$ cat src/rtl/dsam_stream_encoder.sv
// dsam_stream_encoder
//   Streaming dictionary encoder. The block keeps the last CHANNELS raw words.
//   Each accepted word is XORed against the dictionary entry that gives the
//   result with the lowest Hamming weight. The index of that entry is sent
//   with the word so that a matching decoder can reverse the XOR. A bypass
//   input passes raw words through and still updates the dictionary. A flush
//   input clears the dictionary so that the decoder can be resynchronised.
//
// Parameters
//   DATA_WIDTH  width of the data words
//   CHANNELS    number of dictionary entries (2..16, any value)
//   ADDR_WIDTH  width of the entry index, equal to clog2(CHANNELS)
//
// Ports
//   clk        rising-edge clock
//   reset      asynchronous reset, active low
//   in_data    raw input word
//   in_valid   in_data is valid
//   in_ready   encoder can take a word this cycle
//   bypass     1 = send the raw word (sampled with each accepted word)
//   flush      synchronous dictionary clear
//   out_data   encoded word
//   out_idx    dictionary index used for encoding
//   out_valid  out_data/out_idx are valid
//   out_ready  downstream takes the output this cycle
module dsam_stream_encoder #(
    parameter int DATA_WIDTH = 16,
    parameter int CHANNELS   = 4,
    parameter int ADDR_WIDTH = 2
) (
    input  logic                  clk,
    input  logic                  reset,
    input  logic [DATA_WIDTH-1:0] in_data,
    input  logic                  in_valid,
    output logic                  in_ready,
    input  logic                  bypass,
    input  logic                  flush,
    output logic [DATA_WIDTH-1:0] out_data,
    output logic [ADDR_WIDTH-1:0] out_idx,
    output logic                  out_valid,
    input  logic                  out_ready
);

    localparam int CNT_WIDTH = $clog2(DATA_WIDTH + 1);

    logic [DATA_WIDTH-1:0] dict [CHANNELS];
    logic [ADDR_WIDTH-1:0] ptr;

    logic                  accept;
    logic [DATA_WIDTH-1:0] best_d;
    logic [CNT_WIDTH-1:0]  best_w;
    logic [ADDR_WIDTH-1:0] best_k;
    logic [DATA_WIDTH-1:0] cand_d;
    logic [CNT_WIDTH-1:0]  cand_w;

    function automatic logic [CNT_WIDTH-1:0] popcount(input logic [DATA_WIDTH-1:0] v);
        logic [CNT_WIDTH-1:0] cnt;
        cnt = '0;
        for (int unsigned i = 0; i < DATA_WIDTH; i++) begin
            cnt = cnt + CNT_WIDTH'(v[i]);
        end
        return cnt;
    endfunction

    assign in_ready = !out_valid || out_ready;
    assign accept   = in_valid && in_ready;

    // Minimum-weight search over the dictionary as it was before this edge.
    // The strict less-than keeps the lowest index when weights are equal.
    always_comb begin
        best_d = in_data ^ dict[0];
        best_w = popcount(in_data ^ dict[0]);
        best_k = '0;
        cand_d = '0;
        cand_w = '0;
        for (int unsigned k = 1; k < CHANNELS; k++) begin
            cand_d = in_data ^ dict[k];
            cand_w = popcount(cand_d);
            if (cand_w < best_w) begin
                best_d = cand_d;
                best_w = cand_w;
                best_k = ADDR_WIDTH'(k);
            end
        end
    end

    // Dictionary and replacement pointer. Flush wins over storing the
    // accepted word. The word is still encoded by the output register.
    always_ff @(posedge clk or negedge reset) begin
        if (!reset) begin
            for (int unsigned k = 0; k < CHANNELS; k++) begin
                dict[k] <= '0;
            end
            ptr <= '0;
        end else if (flush) begin
            for (int unsigned k = 0; k < CHANNELS; k++) begin
                dict[k] <= '0;
            end
            ptr <= '0;
        end else if (accept) begin
            dict[ptr] <= in_data;
            ptr       <= (ptr == ADDR_WIDTH'(CHANNELS - 1)) ? '0 : ptr + 1'b1;
        end
    end

    // Output register. Data and index are held after out_valid drops.
    always_ff @(posedge clk or negedge reset) begin
        if (!reset) begin
            out_data  <= '0;
            out_idx   <= '0;
            out_valid <= 1'b0;
        end else if (accept) begin
            out_data  <= bypass ? in_data : best_d;
            out_idx   <= bypass ? '0 : best_k;
            out_valid <= 1'b1;
        end else if (out_ready) begin
            out_valid <= 1'b0;
        end
    end

endmodule

$ cat config.mk
export PLATFORM = sky130hd
export DESIGN_NAME = dsam_stream_encoder
export DESIGN_NICKNAME = d
export VERILOG_FILES = /design/src/rtl/dsam_stream_encoder.sv
export SDC_FILE = /design/constraint.sdc
export NUM_CORES = 1
export LEC_CHECK = 0
export CAP_MARGIN = 20
export CORE_MARGIN = 10
export CORE_UTILIZATION = 44
export CTS_BUF_LIST = sky130_fd_sc_hd__clkbuf_4
export DETAILED_ROUTE_END_ITERATION = 10
export GPL_ROUTABILITY_DRIVEN = 0
export HOLD_SLACK_MARGIN = 0.05
export PLACE_DENSITY_LB_ADDON = 0.08
export SETUP_SLACK_MARGIN = 0.4
export SLEW_MARGIN = 20
export SYNTH_ARGS = -nofsm -noshare
export SYNTH_HDL_FRONTEND = slang
export SYNTH_SLANG_ARGS = --single-unit
export TNS_END_PERCENT = 10
$ cat constraint.sdc
create_clock -name clk -period 9.6 [get_ports clk]
set_input_delay 1.92 -clock clk [delete_from_list [all_inputs] [get_ports clk]]
set_output_delay 1.92 -clock clk [all_outputs]
set_load 0.1 [all_outputs]
==> impl_metrics.ini, run 1 <==
[cts]
cts_htree_levels = 3
clock_latency_ns = 0.46
cts_sinks = 85
cts_buffer_depth = 2
root_buffer = clkbuf_4
cts_made_buffers = 9
cts_tree = yes
clk_pin_slew_ns = 0.14

[synthesis]
ys_ff_latch = 85
synth_top_cell_area_share_pct = 32.3
yosysSeqAreaShare_pct = 32.3
syn_inst = 711
ys.flop_type = dfrtp_1
yosysTopAreaCell = dfrtp_1
synth_edf_count = 0
syn-num-nets = 808
synth_cell_types = 42
synth_area_leaders = dfrtp_1 (32%), fa_1 (12%), nand2_1 (9.0%)
synth_warnings = 0
netlist_area_mm2 = 0.00658
synth.avg_cell_area_um2 = 9.25
synth_async_sr_flop_share_pct = 100

[floorplan]
dieArea_mm2 = 0.0202
fp.coreArea_mm2 = 0.0146
num_rows = 44
pin_count = 42
start_util_pct = 45.1
die_w_um = 142
die-height_um = 142

[routing]
drc = 0
post_drt_wl_per_cell_um = 17.6
drt.antenna.violating_nets = 0
routed_via_density = 5.16
dr_total_vias = 4952
dr.first_iter.drc_count = 234
drt_wl_total_mm = 16.8
drtPass1Iterations = 4

[timing]
clock_skew_ns = 0.0232
hold_viol_final = 0
drv_slew = 0
fin_crit_sh_pct = 99.0
max_freq_mhz = 105
slew_headroom_pct = 33.2
worstMarginPinSlew_ns = 0.999
period_needed_ns = 9.51
fin_setup_tns_ns = 0
rsz0062_at_grt = yes
setup_viol = 0

[final_layout]
drive_gt1_share_pct = 14.6
final_cell_mix = nand2_1 (158), dfrtp_1 (85), a21oi_1 (80)
design_area_mm2 = 0.00776
final_nets = 866
syn_to_final_growth_pct = 18.0
fillCellCount = 1353
layout_commonest_cell = nand2_1
multi_input_area_mm2 = 0.00434
regArea_mm2 = 0.00213
final_cells = 959
fin_util_pct = 53.2

[setup_path]
cp-start-kind = primary input
reg2reg_depth = 33
crit_top_cell = fa_1
required_ns = 9.93
criticalPathCategory = primary input to flip-flop
worst_setup_path_end_kind = flip-flop
crit_fanout = 9
slowest_stage = fa_1
cp_data_arrival_time_ns = 9.84
cp_slowest_stage_delay_ns = 0.53

[hold_path]
whs_path_depth = 2
hp-class = flip-flop to flip-flop

[grt]
gr-total-overflow = 0
antenna_found_initial = 1
track_usage_pct = 17.3
grt_pass1_wl_mm = 27.6
grt_max_degree = 67
grt_pass1_vias = 5173

[run_status]
status = finished, final reports clean

[place]
dp_cells = 942
io_buffers = 41
placed_cell_area_mm2 = 0.00762
dpl.hpwl_mm = 13.1

[flow_run]
cap_viol_max_count = 0
[per-layer routing]
metal	routed length [um]	track usage [%]	up-vias
met5	0	0	-
met4	371	6.71	0
met3	508	2.47	22
met2	8710	29.6	74
met1	7250	21.6	2438
li1	-	-	2418
[per-stage QoR]
step / setup WS, ns / hold WS, ns
after floorplan: -0.0303 / 0.516
after global placement: -0.274 / 0.468
after detailed placement: -0.553 / 0.475
final: 0.0912 / 0.499
after global routing: -0.241 / 0.531
after CTS: 0.0331 / 0.508
[synthesized netlist by cell type (7+ instances only)]
cell type and count:
a21o_1 10, a21oi_1 83, clkbuf_1 40, dfrtp_1 85
fa_1 40, ha_1 35, inv_1 36, mux2_2 7
mux2i_1 38, nand2_1 158, nor2_1 11, nor2b_1 18
o21ai_0 16, xnor2_1 37, xor2_1 50
[final timing paths]
kind,from,slack [ns],to
worst max register to register,dict[61],1.62,out_data[12]
worst min-delay path,out_idx[1],0.50,out_idx[1]
worst min register to register,out_idx[1],0.50,out_idx[1]
min in group asynchronous,reset,1.33,out_data[5]
max in group asynchronous,reset,7.12,dict[18]
worst max-delay path,in_data[0],0.09,out_data[12]
[final cells by class]
class                      instances  share of cell area (%)
timing repair buffer              94                    10.4
tap                              184                    2.97
inverter                          36                    1.74
multi-input combinational        543                    55.9
clock buffer                      12                    1.16
sequential                        85                    27.4
antenna                            1                  0.0322
clock inverter                     4                   0.322
[state kept, by name (all words and copies together) (netlist names)]
| register | cells |
|---|---|
| out_idx | 2 |
| ptr | 2 |
| out_data | 16 |
| dict | 64 |
| out_valid | 1 |
[logic make-up after synthesis]
| group | synth area share, % |
|---|---|
| mux | 7.66 |
| fa+ha+maj | 18.8 |
| simple gates | 13.6 |
| compound gates | 11.0 |
| buf+inv | 5.08 |
| xor+xnor | 11.6 |
| flops | 32.3 |
[timing repair]
action | 4_1_cts | 5_1_grt
setup buffers | 0 | 0
gates resized for setup | 8 | 3
pin swaps | 2 | 2
hold buffers | 0 | 0
endpoints found under the setup margin | 18 | 18
[critical path: cells and delay by family]
kind                     cells  cell delay (ns)
buffers and inverters        6             0.91
adder cells (fa/ha/maj)      9             3.44
multiplexers                 2             0.58
AND/OR/NAND/NOR              3             0.31
XOR/XNOR                     2             0.31
AO/OA/AOI/OAI               14             2.35
Power of run 1 is not shown: default switching activity piles up to over one toggle a cycle in this logic, so the estimate is an artifact.
==> inputs of run 2 (changes only) <==
- SETUP_SLACK_MARGIN: 0.4 -> default
==> run 2 against run 1 <==
  * Worst setup slack got worse by 0.0058 ns
  * Cell count stayed put
  * Count of clock-buffer cells in the layout is the same
  * Cell area stayed put
  * Global-route usage is essentially flat
  * Hold slack is essentially flat
  * Core utilization did not move
  * Non-clock buffer count unchanged
  * Sequential share of layout area stayed put
==> impl_metrics.ini, run 2 (synthesized netlist as in run 1, its figures left out) <==
[run_status]
status = finished, final reports clean

[cts]
cts_htree_levels = 3
clock_latency_ns = 0.46
cts_sinks = 85
hold_buffers = 0
cts_made_buffers = 9
root_buffer = clkbuf_4
cts_buffer_depth = 2
clk_pin_slew_ns = 0.14
cts_tree = yes

[timing]
max_freq_mhz = 105
setup_viol = 0
worstMarginPinSlew_ns = 0.999
drv_slew = 0
period_needed_ns = 9.51
clock_skew_ns = 0.0238
slew_headroom_pct = 33.2
hold_viol_final = 0
rsz0062_at_grt = yes
fin_crit_sh_pct = 99.1

[floorplan]
dieArea_mm2 = 0.0202
num_rows = 44
die-height_um = 142
fp.coreArea_mm2 = 0.0146
pin_count = 42
start_util_pct = 45.1
die_w_um = 142

[setup_path]
path_buf_inv = 6
criticalPathCategory = primary input to flip-flop
slowest_stage = fa_1
cp_slowest_stage_delay_ns = 0.53
crit_fanout = 9
crit_top_cell = fa_1
worst_setup_path_end_kind = flip-flop
crit_family = adder cells
required_ns = 9.93
cp_data_arrival_time_ns = 9.85
cp-start-kind = primary input

[grt]
gr-total-overflow = 0
grt_util_met3_pct = 2.47
antenna_found_initial = 1
grt_max_degree = 67
track_usage_pct = 17.3
grt_pass1_vias = 5185
grt_pass1_wl_mm = 27.6
busiest_layer = met2
met2_usage_pct = 29.6
use_met1_pct = 21.7

[hold_path]
hp-class = flip-flop to flip-flop

[place]
io_buffers = 41
dpl.hpwl_mm = 13.1

[final_layout]
largestRegisters = dict x64, out_data x16
fin_util_pct = 53.2
drive_gt1_share_pct = 14.6
layout_commonest_cell = nand2_1
final_cell_mix = nand2_1 (158), dfrtp_1 (85), a21oi_1 (80)
largest_reg_flops = 64
final_nets = 866
top_register = dict
syn_to_final_growth_pct = 18.0

[routing]
post_drt_wl_per_cell_um = 17.6
routed_via_density = 5.18
drtPass1Iterations = 4
dr.first_iter.drc_count = 229
dr_total_vias = 4963
drc = 0
drt_wl_total_mm = 16.9
drt.antenna.violating_nets = 0

[flow_run]
cap_viol_max_count = 0
## run 2: repair_timing
action	in CTS	in global routing
pin swaps	2	2
buffers inserted	0	0
setup endpoints to repair	17	18
gates resized for setup	7	4
## run 2: stage by stage
stage	std cells	setup TNS (ns)	hold slack (ns)	area [um2]	worst slack (ns)
global route	959	-3.76	0.531	7760	-0.242
floorplan	711	-0.316	0.516	6910	-0.0303
global placement	942	-4.69	0.468	7620	-0.274
detailed placement	942	-9.65	0.475	7620	-0.553
finish	959	0	0.499	7760	0.0854
CTS	958	0	0.508	7740	0.0108
## run 2: routing by layer
metal  wire, um  vias to the layer above  share of wire (%)
met3        460                       22                2.7
met5          0                        -                  0
met4        383                        0                2.3
met2       8720                       74                 52
met1       7320                     2448                 43
li1           -                     2419                  -
## run 2: worst paths after layout
check / slack (ns) / startpoint / depth (start not counted) / end
setup reg to reg: 1.61 / dict[61] / 33 / out_data[12]
min in group asynchronous: 1.33 / reset / 1 / out_data[5]
max in group asynchronous: 7.10 / reset / 2 / dict[60]
setup / recovery: 0.09 / in_data[0] / 36 / out_data[12]
hold / removal: 0.50 / out_idx[1] / 2 / out_idx[1]
hold reg to reg: 0.50 / out_idx[1] / 2 / out_idx[1]
## run 2: layout make-up
class,count,area (um2)
clock inverters,4,25.0
well taps,184,230
multi-input cells,543,4340
inverters,36,135
repair buffers,94,811
fillers,1353,6830
flip-flops and latches,85,2130
clock buffers,12,90.1
diodes,1,2.50
## run 2: tightest hold or removal path, delay by kind of cell (launching register included)
family,cells,cell delay [ns]
flip-flops,1,0.37
AND/OR/NAND/NOR,1,0.05
AO/OA/AOI/OAI,1,0.05
Power of run 2 is left out for the same reason.
